**src/rtl/p18_ball_motion_if.sv**
```systemverilog
// Ball-motion bus: frame timing and collision inputs in, registered ball
// position, direction, event pulses and FSM state out.
interface p18_ball_motion_if;
    logic       frame_pulse;
    logic       in_ball_top;
    logic       in_ball_bottom;
    logic       in_ball_left;
    logic       in_ball_right;
    logic       obstacle;
    logic       serve;
    logic [9:0] x;
    logic [8:0] y;
    logic       dir_x;
    logic       dir_y;
    logic       hit;
    logic       lost;
    logic [1:0] state;

    // Handshake: no valid/ready pair. frame_pulse and serve are single-cycle
    // strobes sampled on the rising edge; every output is registered and
    // reflects an accepted strobe one cycle later. hit/lost are single-cycle.
    modport master (
        output frame_pulse, in_ball_top, in_ball_bottom, in_ball_left,
               in_ball_right, obstacle, serve,
        input  x, y, dir_x, dir_y, hit, lost, state
    );

    modport slave (
        input  frame_pulse, in_ball_top, in_ball_bottom, in_ball_left,
               in_ball_right, obstacle, serve,
        output x, y, dir_x, dir_y, hit, lost, state
    );
endinterface

```
**src/rtl/p18_ball_motion.sv**
```systemverilog
// Ball motion engine: collects collision flags during a frame and, on each
// frame_pulse, resolves bounces and steps the ball by STEP pixels per axis.
module p18_ball_motion #(
    parameter int START_X = 318,
    parameter int START_Y = 240,
    parameter int STEP    = 2,
    parameter int X_MAX   = 635,
    parameter int Y_MAX   = 475
) (
    input  logic               clk,
    input  logic               nRst,
    p18_ball_motion_if.slave   bus
);

    typedef enum logic [1:0] {
        IDLE = 2'd0,
        PLAY = 2'd1,
        LOST = 2'd2
    } state_t;

    localparam logic [9:0]  START_X_C = 10'(START_X);
    localparam logic [8:0]  START_Y_C = 9'(START_Y);
    localparam logic [9:0]  X_MAX_C   = 10'(X_MAX);
    localparam logic [10:0] X_MAX_W   = 11'(X_MAX);
    localparam logic [9:0]  Y_MAX_W   = 10'(Y_MAX);
    localparam logic [10:0] STEP_X    = 11'(STEP);
    localparam logic [9:0]  STEP_Y    = 10'(STEP);

    state_t     state;
    logic [9:0] x_q;
    logic [8:0] y_q;
    logic       dir_x_q;
    logic       dir_y_q;
    logic       hit_q;
    logic       lost_q;
    // flags: [3]=top [2]=bottom [1]=left [0]=right
    logic [3:0] flags;

    logic [3:0]  hit_now;
    logic        dx_res;
    logic        dy_res;
    logic [10:0] x_wide;
    logic [9:0]  y_wide;
    logic [9:0]  nx;
    logic [8:0]  ny;
    logic        ndx;
    logic        ndy;
    logic        out_bottom;

    assign hit_now = {bus.in_ball_top, bus.in_ball_bottom,
                      bus.in_ball_left, bus.in_ball_right} & {4{bus.obstacle}};

    // Frame resolution: direction from flags first, then step with edge clamps.
    always_comb begin
        dx_res     = dir_x_q;
        dy_res     = dir_y_q;
        x_wide     = {1'b0, x_q};
        y_wide     = {1'b0, y_q};
        nx         = x_q;
        ny         = y_q;
        out_bottom = 1'b0;

        if (flags[3] && !flags[2]) dy_res = 1'b1;
        else if (flags[2] && !flags[3]) dy_res = 1'b0;
        if (flags[1] && !flags[0]) dx_res = 1'b1;
        else if (flags[0] && !flags[1]) dx_res = 1'b0;

        ndx = dx_res;
        ndy = dy_res;

        if (dx_res) begin
            if (x_wide + STEP_X > X_MAX_W) begin
                nx  = X_MAX_C;
                ndx = 1'b0;
            end else begin
                nx = 10'(x_wide + STEP_X);
            end
        end else begin
            if (x_wide < STEP_X) begin
                nx  = 10'd0;
                ndx = 1'b1;
            end else begin
                nx = 10'(x_wide - STEP_X);
            end
        end

        if (dy_res) begin
            if (y_wide + STEP_Y > Y_MAX_W) begin
                out_bottom = 1'b1;
            end else begin
                ny = 9'(y_wide + STEP_Y);
            end
        end else begin
            if (y_wide < STEP_Y) begin
                ny  = 9'd0;
                ndy = 1'b1;
            end else begin
                ny = 9'(y_wide - STEP_Y);
            end
        end
    end

    always_ff @(posedge clk or negedge nRst) begin
        if (!nRst) begin
            state   <= IDLE;
            x_q     <= START_X_C;
            y_q     <= START_Y_C;
            dir_x_q <= 1'b1;
            dir_y_q <= 1'b0;
            hit_q   <= 1'b0;
            lost_q  <= 1'b0;
            flags   <= 4'b0000;
        end else begin
            hit_q  <= 1'b0;
            lost_q <= 1'b0;
            case (state)
                IDLE: begin
                    flags <= 4'b0000;
                    if (bus.serve) state <= PLAY;
                end
                PLAY: begin
                    if (bus.frame_pulse) begin
                        flags <= 4'b0000;
                        // Falling out the bottom freezes the ball where it is.
                        if (out_bottom) begin
                            lost_q <= 1'b1;
                            state  <= LOST;
                        end else begin
                            x_q     <= nx;
                            y_q     <= ny;
                            dir_x_q <= ndx;
                            dir_y_q <= ndy;
                            hit_q   <= |flags;
                        end
                    end else begin
                        flags <= flags | hit_now;
                    end
                end
                LOST: begin
                    flags <= 4'b0000;
                    if (bus.frame_pulse) begin
                        state   <= IDLE;
                        x_q     <= START_X_C;
                        y_q     <= START_Y_C;
                        dir_x_q <= 1'b1;
                        dir_y_q <= 1'b0;
                    end
                end
                default: begin
                    state <= IDLE;
                    flags <= 4'b0000;
                end
            endcase
        end
    end

    assign bus.x     = x_q;
    assign bus.y     = y_q;
    assign bus.dir_x = dir_x_q;
    assign bus.dir_y = dir_y_q;
    assign bus.hit   = hit_q;
    assign bus.lost  = lost_q;
    assign bus.state = state;

endmodule

```
**src/flat_wrapper.sv**
```systemverilog
// flat-port wrapper written by rule: the top's interface ports become plain ports
module p18_ball_motion_flat 
#(
    parameter int START_X = 318,
    parameter int START_Y = 240,
    parameter int STEP    = 2,
    parameter int X_MAX   = 635,
    parameter int Y_MAX   = 475
)
  (clk, nRst, bus_frame_pulse, bus_in_ball_top, bus_in_ball_bottom, bus_in_ball_left, bus_in_ball_right, bus_obstacle, bus_serve, bus_x, bus_y, bus_dir_x, bus_dir_y, bus_hit, bus_lost, bus_state);
  p18_ball_motion_if bus_i ();
  input  logic clk;
  input  logic nRst;
  input wire logic [$bits(bus_i.frame_pulse)-1:0] bus_frame_pulse;
  input wire logic [$bits(bus_i.in_ball_top)-1:0] bus_in_ball_top;
  input wire logic [$bits(bus_i.in_ball_bottom)-1:0] bus_in_ball_bottom;
  input wire logic [$bits(bus_i.in_ball_left)-1:0] bus_in_ball_left;
  input wire logic [$bits(bus_i.in_ball_right)-1:0] bus_in_ball_right;
  input wire logic [$bits(bus_i.obstacle)-1:0] bus_obstacle;
  input wire logic [$bits(bus_i.serve)-1:0] bus_serve;
  output wire logic [$bits(bus_i.x)-1:0] bus_x;
  output wire logic [$bits(bus_i.y)-1:0] bus_y;
  output wire logic [$bits(bus_i.dir_x)-1:0] bus_dir_x;
  output wire logic [$bits(bus_i.dir_y)-1:0] bus_dir_y;
  output wire logic [$bits(bus_i.hit)-1:0] bus_hit;
  output wire logic [$bits(bus_i.lost)-1:0] bus_lost;
  output wire logic [$bits(bus_i.state)-1:0] bus_state;
  assign bus_i.frame_pulse = bus_frame_pulse;
  assign bus_i.in_ball_top = bus_in_ball_top;
  assign bus_i.in_ball_bottom = bus_in_ball_bottom;
  assign bus_i.in_ball_left = bus_in_ball_left;
  assign bus_i.in_ball_right = bus_in_ball_right;
  assign bus_i.obstacle = bus_obstacle;
  assign bus_i.serve = bus_serve;
  assign bus_x = bus_i.x;
  assign bus_y = bus_i.y;
  assign bus_dir_x = bus_i.dir_x;
  assign bus_dir_y = bus_i.dir_y;
  assign bus_hit = bus_i.hit;
  assign bus_lost = bus_i.lost;
  assign bus_state = bus_i.state;
  p18_ball_motion #(.START_X(START_X), .START_Y(START_Y), .STEP(STEP), .X_MAX(X_MAX), .Y_MAX(Y_MAX)) u_core (.clk(clk), .nRst(nRst), .bus(bus_i));
endmodule
```
**config.mk**
```make
export PLATFORM = sky130hd
export DESIGN_NAME = p18_ball_motion_flat
export DESIGN_NICKNAME = d
export VERILOG_FILES = /design/src/rtl/p18_ball_motion_if.sv /design/src/rtl/p18_ball_motion.sv /design/src/flat_wrapper.sv
export SDC_FILE = /design/constraint.sdc
export NUM_CORES = 1
export LEC_CHECK = 0
export CAP_MARGIN = 40
export CELL_PAD_IN_SITES_DETAIL_PLACEMENT = 1
export CELL_PAD_IN_SITES_GLOBAL_PLACEMENT = 1
export CORE_ASPECT_RATIO = 1.25
export CORE_UTILIZATION = 36
export DETAILED_ROUTE_END_ITERATION = 10
export GPL_ROUTABILITY_DRIVEN = 0
export PLACE_DENSITY_LB_ADDON = 0.25
export REMOVE_ABC_BUFFERS = 1
export SLEW_MARGIN = 10
export SYNTH_ARGS = -nofsm -noshare
export SYNTH_HDL_FRONTEND = slang
export SYNTH_SLANG_ARGS = --single-unit
export TNS_END_PERCENT = 100
```
**constraint.sdc**
```tcl
create_clock -name clk -period 2.4 [get_ports clk]
set_clock_uncertainty 0.05 [all_clocks]
set_input_delay 0.48 -clock clk [delete_from_list [all_inputs] [get_ports clk]]
set_output_delay 0.48 -clock clk [all_outputs]
set_load 0.05 [all_outputs]
```
==> Word level (Yosys, flattened, before mapping) <==
Cells that the tools add are included.
{ "totals": {"register_bits": 29, "out_inout_bits": 25, "word_cells": 86} }
{ "classes": {"addsub": 4, "n_lt_le_gt_ge": 4, "n_eq_ne": 8, "n_mux": 46, "bitwise_logic": 2, "reduce_logical": 14} }
{ "op_table": {"columns": ["cell", "count"], "rows": [
  ["10-bit 2-to-1 mux", 6],
  ["9-bit 2-to-1 mux", 6],
  ["1-bit 2-to-1 mux", 23],
  ["10-bit one-hot mux with 2 select lines", 1],
  ["9-bit one-hot mux with 2 select lines", 1],
  ["10-bit by 2-bit adder with 11-bit output (second input constant)", 1],
  ["11-bit by 10-bit greater-than comparator with 1-bit output (second input constant)", 1],
  ["9-bit by 2-bit adder with 10-bit output (second input constant)", 1],
  ["10-bit by 9-bit greater-than comparator with 1-bit output (second input constant)", 1],
  ["10-bit by 2-bit < comparator with 1-bit output (second input constant)", 1],
  ["10-bit by 2-bit subtractor with 10-bit output (second input constant)", 1],
  ["9-bit by 2-bit < comparator with 1-bit output (second input constant)", 1],
  ["9-bit by 2-bit subtractor with 9-bit output (second input constant)", 1],
  ["2-bit 2-to-1 mux", 4],
  ["4-bit 2-to-1 mux", 2],
  ["2-bit inequality test (second input constant)", 4],
  ["4-bit AND reduction", 2],
  ["2-bit one-hot mux with 3 select lines", 1],
  ["5-bit AND reduction", 1],
  ["4-bit bitwise AND", 1],
  ["1-bit logical AND", 4],
  ["1-bit logical NOT", 4],
  ["4-bit bitwise OR", 1],
  ["1-bit one-hot mux with 2 select lines", 2],
  ["other kinds (7)", 7]
]} }

==> Longest topological paths before layout <==
Gate-level depths: netlist of run 1.
{ "logic_depth": {"depth_word": 8, "depth_mapped": 11, "depth_no_buf": 9} }

==> Worst setup path after synthesis of run 1 <==
OpenSTA, ideal clock, no wires.
{ "synth_timing": {"kind": "flip-flop to flip-flop", "from": "register u_core.y_q[5] (netlist: u_core.bus.y[5])", "to": "register u_core.y_q[6] (netlist: u_core.bus.y[6])", "setup_ps": 77, "t_arrival_ps": 2733, "setup_slack_ps": -460, "path_stages_with_launch": 10, "synth_period_minus_slack_ps": 2860, "path_cell_list": "dfstp_2 buf_4 nand3_2 or4b_1 a32o_2 o31a_4 o21a_1 buf_6 buf_6 o21a_1"} }
{ "synth_between": {"elab_chain_len": 6, "word_cells_on_any_way": 15, "cone_classes": "add/sub (2); order compare (2); eq/ne (2); mux (8); reduce/logical (1)"} }
{ "synth_rtl": {"columns": ["element", "line_no", "rtl"], "rows": [
  ["from (decl)", "p18_ball_motion.sv:31", "logic [8:0] y_q;"],
  ["from (signal assigned)", "p18_ball_motion.sv:130", "y_q <= ny;"],
  ["9-bit by 2-bit adder with 10-bit output, or another cell as far along", "p18_ball_motion.sv:88", "if (y_wide + STEP_Y > Y_MAX_W) begin"],
  ["10-bit by 9-bit greater-than comparator with 1-bit output, or another cell as far along", "p18_ball_motion.sv:88", null],
  ["1-bit 2-to-1 mux / 9-bit 2-to-1 mux (equally long branches)", "p18_ball_motion.sv:88, p18_ball_motion.sv:87", null],
  ["1-bit 2-to-1 mux / 9-bit 2-to-1 mux (equally long branches)", "p18_ball_motion.sv:87, p18_ball_motion.sv:125", null],
  ["2-bit inequality test (no source line) / 9-bit 2-to-1 mux (equally long branches)", null, null],
  ["5-bit AND reduction (no source line) / 9-bit one-hot mux with 2 select lines (equally long branches)", null, null]
]} }
Parallel ways exist; a longest one is shown, timed or not. The select of a mux whose other input is x is not followed.
A chain may end at the register's enable or synchronous reset.

==> Worst setup path in the final report of run 1 <==
{ "layout_timing": {"from": "register u_core.y_q[4] (netlist: u_core.bus.y[4])", "to": "register u_core.dir_y_q (netlist: u_core.bus.dir_y)"} }
{ "layout_between": {"elab_chain_len": 6, "word_cells_on_any_way": 12, "cone_classes": "add/sub (1); order compare (2); eq/ne (1); mux (7); reduce/logical (1)"} }
{ "layout_rtl": {"columns": ["element", "line_no", "rtl"], "rows": [
  ["9-bit by 2-bit adder with 10-bit output / 9-bit by 2-bit < comparator with 1-bit output (equally long branches)", "p18_ball_motion.sv:88, p18_ball_motion.sv:94", null],
  ["10-bit by 9-bit greater-than comparator with 1-bit output / 1-bit 2-to-1 mux (equally long branches)", "p18_ball_motion.sv:88, p18_ball_motion.sv:94", null],
  ["1-bit 2-to-1 mux (on tied branches)", "p18_ball_motion.sv:88, p18_ball_motion.sv:87", null],
  ["1-bit 2-to-1 mux (on tied branches)", "p18_ball_motion.sv:87, p18_ball_motion.sv:125", null],
  ["2-bit inequality test (no source line) / 1-bit 2-to-1 mux (equally long branches)", null, null],
  ["4-bit AND reduction (no source line) / 1-bit one-hot mux with 2 select lines (equally long branches)", null, null],
  ["to (signal assigned)", "p18_ball_motion.sv:132", "dir_y_q <= ndy;"],
  ["to (decl)", "p18_ball_motion.sv:33", "logic dir_y_q;"]
]} }
Parallel ways exist; a longest one is shown, timed or not. The select of a mux whose other input is x is not followed.

==> summary.txt, run 1 <==
Status
  • Status: finished, violations left
  • Failing checks: setup timing

Power and ir drop
  • Worst VDD drop: 0.000621 V
  • LEAKAGE: 1.35 nW
  • PD cells: 1270 nW/um2
  • Internal power: 2.10 mW
  • Switching pwr: 2.07 mW
  • Combinational share of power: 0.693
  • Clock share of power: 0.095
  • Sequential power share: 0.212
  • Switching share of power: 0.497
  • Pwr Total: 4.17 mW

Yosys
  • Most common cell in the synthesized netlist: nor2_1
  • Post-synth top area cell: dfrtp_1
  • Synth top area cells: dfrtp_1, dfstp_2, a21oi_1, nor2_1, nand2_1
  • Synth top area share: 0.191
  • Synthesized area per cell: 7.99 um2
  • Post-synth EDFFs: 0
  • Area share of fa/ha/maj cells after synthesis: 0.0326
  • Synth async-reset ratio: 1.00
  • Most frequent cells after synthesis: nor2_1, a21oi_1, nand2_1
  • Yosys warning total: 0
  • Ys flop type: dfrtp_1
  • Post-synthesis cell area: 2230 um2
  • Count of state elements after synthesis: 28
  • Synth Area in Compound Gates: 0.273
  • Largest family of logic cells by synthesized area: compound AO/OA/AOI/OAI gates
  • Sequential area share after synthesis: 0.321
  • Synth Area in Simple Gates: 0.263
  • Post-synthesis mux area share: 0.0241
  • Netlist cell types: 62
  • Synth Instances: 279
  • Post-synthesis xor/xnor area fraction: 0.0197

Worst setup path
  • Req. time, crit path: 2.55 ns
  • WP data arrival: 2.68 ns
  • CP startpoint kind: flop
  • CP endpoint kind: flop
  • R2R setup slack: -0.13 ns
  • Worst path cell trace: nand2_2 -> or4b_1 -> a32o_2 -> o31a_4 -> buf_6 -> o21ai_4 -> buf_6 -> nand2_2 -> o31ai_2
  • Slowest CP cell: dfstp_2
  • CP max stage delay: 0.56 ns
  • Crit Path Class: reg2reg
  • CP max FO: 4

Routing
  • Wire length per cell: 18.3 um
  • Drt drc: 0
  • First-iteration detailed-routing DRC count: 70
  • DR pass1 iterations: 4
  • Vias per cell: 5.61
  • Total number of vias: 2,441
  • Final wirelength: 7960 um
  • Detail Route Antenna Nets: 0

STA
  • Min Hold Slack: 0.446 ns
  • Final hold viol count: 0
  • Worst-Margin Slew: 0.630 ns
  • Minimum clock period: 2.53 ns
  • Setup WS post-layout: -0.128 ns
  • Rel. slew slack: 0.576
  • Final slew viol count: 0
  • RSZ-0062 raised after global routing: yes
  • Final period util: 1.05
  • F_max: 0.395 GHz
  • Count of final setup violators: 17

Layout
  • Area grow syn2layout: 46.7%
  • Nets: 368
  • Layout cells sized above 1: 0.334
  • Ant. Diodes: 0
  • Design area: 3270 um2
  • Layout Utilization: 0.555

Floorplan
  • Die width: 72.4 um
  • Core region area: 5900 um2
  • Rows: 31
  • Die Area: 6510 um2
  • DIE HEIGHT: 90.0 um
  • Ports: 34
  • Starting Density: 0.378

Clock tree
  • Clk slew on worst S/H paths: 0.11 ns
  • Root buffer cell: clkbuf_8
  • CTS H-tree depth: 1
  • Clock Tree Buf Depth: 2
  • CTS tree: built
  • Hold buffers post-CTS: 0
  • Clock latency on the worst-skew pair: 0.29 ns
  • Clk sinks: 28
  • TritonCTS Buffers: 3

Global routing
  • Global-route wire length before repair: 12,900 um
  • Largest net degree at the start of global routing: 29
  • Gr usage total: 0.252
  • Met3 Use GR: 0.0179
  • Total congestion overflow: 0
  • GR peak layer: met2
  • Vias in the first global route: 2,564
  • Met1 Use GR: 0.293
  • Initial antenna violation count: 0
  • Met2 GRT Util: 0.481

Worst hold path
  • Worst min path class: reg2reg

Place
  • HPWL after DPL: 5730 um
  • Cell Area, Placed: 2960 um2
  • Pre-CTS setup slack: -0.149 ns
  • PortBufs: 32

Job
  • Max Cap Violations: 0
final timing paths:
kind | start | to | depth (start not counted)
max in group asynchronous | nRst | u_core.bus.x[8]$_DFFE_PN1P_ | 2
hold / removal | u_core.bus.dir_x$_DFFE_PN1P_ | u_core.bus.dir_x$_DFFE_PN1P_ | 2
setup / recovery | u_core.bus.y[4]$_DFFE_PN1P_ | u_core.bus.dir_y$_DFFE_PN0P_ | 9
min in group asynchronous | nRst | u_core.bus.y[1]$_DFFE_PN0P_ | 2
setup reg to reg | u_core.bus.y[4]$_DFFE_PN1P_ | u_core.bus.dir_y$_DFFE_PN0P_ | 9
hold reg to reg | u_core.bus.dir_x$_DFFE_PN1P_ | u_core.bus.dir_x$_DFFE_PN1P_ | 2
cell usage in the layout, fill, tap and decap left out, types with 4 or more instances in the layout:
master	Yosys	routed
and2_1	5	4
buf_4	3	50
nand2b_1	7	7
and3_1	7	7
buf_6	2	10
a21oi_2	1	4
nand2_1	24	20
a31oi_1	7	5
nand3b_1	4	4
o21ai_0	15	12
clkdlybuf4s50_1	0	28
nor3_1	14	13
a21oi_1	24	20
dfstp_2	11	11
inv_1	11	11
dfrtp_1	17	16
nand3_1	7	7
nand4_1	6	6
nor2_1	27	24
flip-flops by register name, indices dropped and copies added (netlist names):
signal            count
u_core.bus.dir_x      1
u_core.bus.dir_y      1
u_core.bus.hit        1
u_core.bus.lost       1
u_core.bus.state      2
u_core.bus.x         10
u_core.bus.y          8
u_core.flags          4
cell families (layout without fill, tap and decap cells):
group,count (synthesis),count (layout)
multiplexers,5,5
buffers and inverters,32,106
AO/OA/AOI/OAI,87,87
XOR/XNOR,5,5
AND/OR/NAND/NOR,115,115
other,1,1
flip-flops,28,28
adder cells (fa/ha/maj),6,6
metrics by stage:
step	std cells	TNS [ns]
finish	435	-1.25
global route	435	-2.40
CTS	432	-0.420
detailed placement	426	-1.60
global placement	426	-1.05
floorplan	258	-8.15
layout make-up:
type                       instances  area (um2)
clock buffer                       3        41.3
clock inverter                     1        30.0
fill                             728        2630
inverter                          11        41.3
multi-input combinational        219        1520
sequential                        28         716
tap                               82         103
timing repair buffer              91         816
power groups by stage:
stage	logic, mW	clock network, mW	registers (mW)
after global routing	3.10	0.411	0.906
after floorplan	1.01	0	1.46
after detailed placement	2.67	0	0.876
after CTS	2.75	0.401	0.874
after global placement	2.61	0	0.871
final	2.89	0.396	0.882
worst max-delay path: cells and delay by family (launching register included):
family                 cells  cell delay, ns
flip-flops                 1            0.56
AND/OR/NAND/NOR            3            0.63
AO/OA/AOI/OAI              4            0.90
buffers and inverters      2            0.29
per-layer routing:
layer  share of wire  vias to the layer above
li1                -                     1163
met1            0.42                     1238
met2            0.56                       33
met3           0.013                        7
met4           0.011                        0
met5               0                        -
timing repair:
item | CTS | global route
pin swaps | 9 | 6
gates resized for setup | 19 | 30
buffers inserted | 2 | 3
setup endpoints to repair | 20 | 22
No activity file was read; power rests on OpenSTA's default activity.
==> run 2: changes to the inputs <==
Settings changed: HOLD_SLACK_MARGIN set to 0.12.
==> results of run 2 <==
Final layout, timing and power as in run 1 (identical DEF).
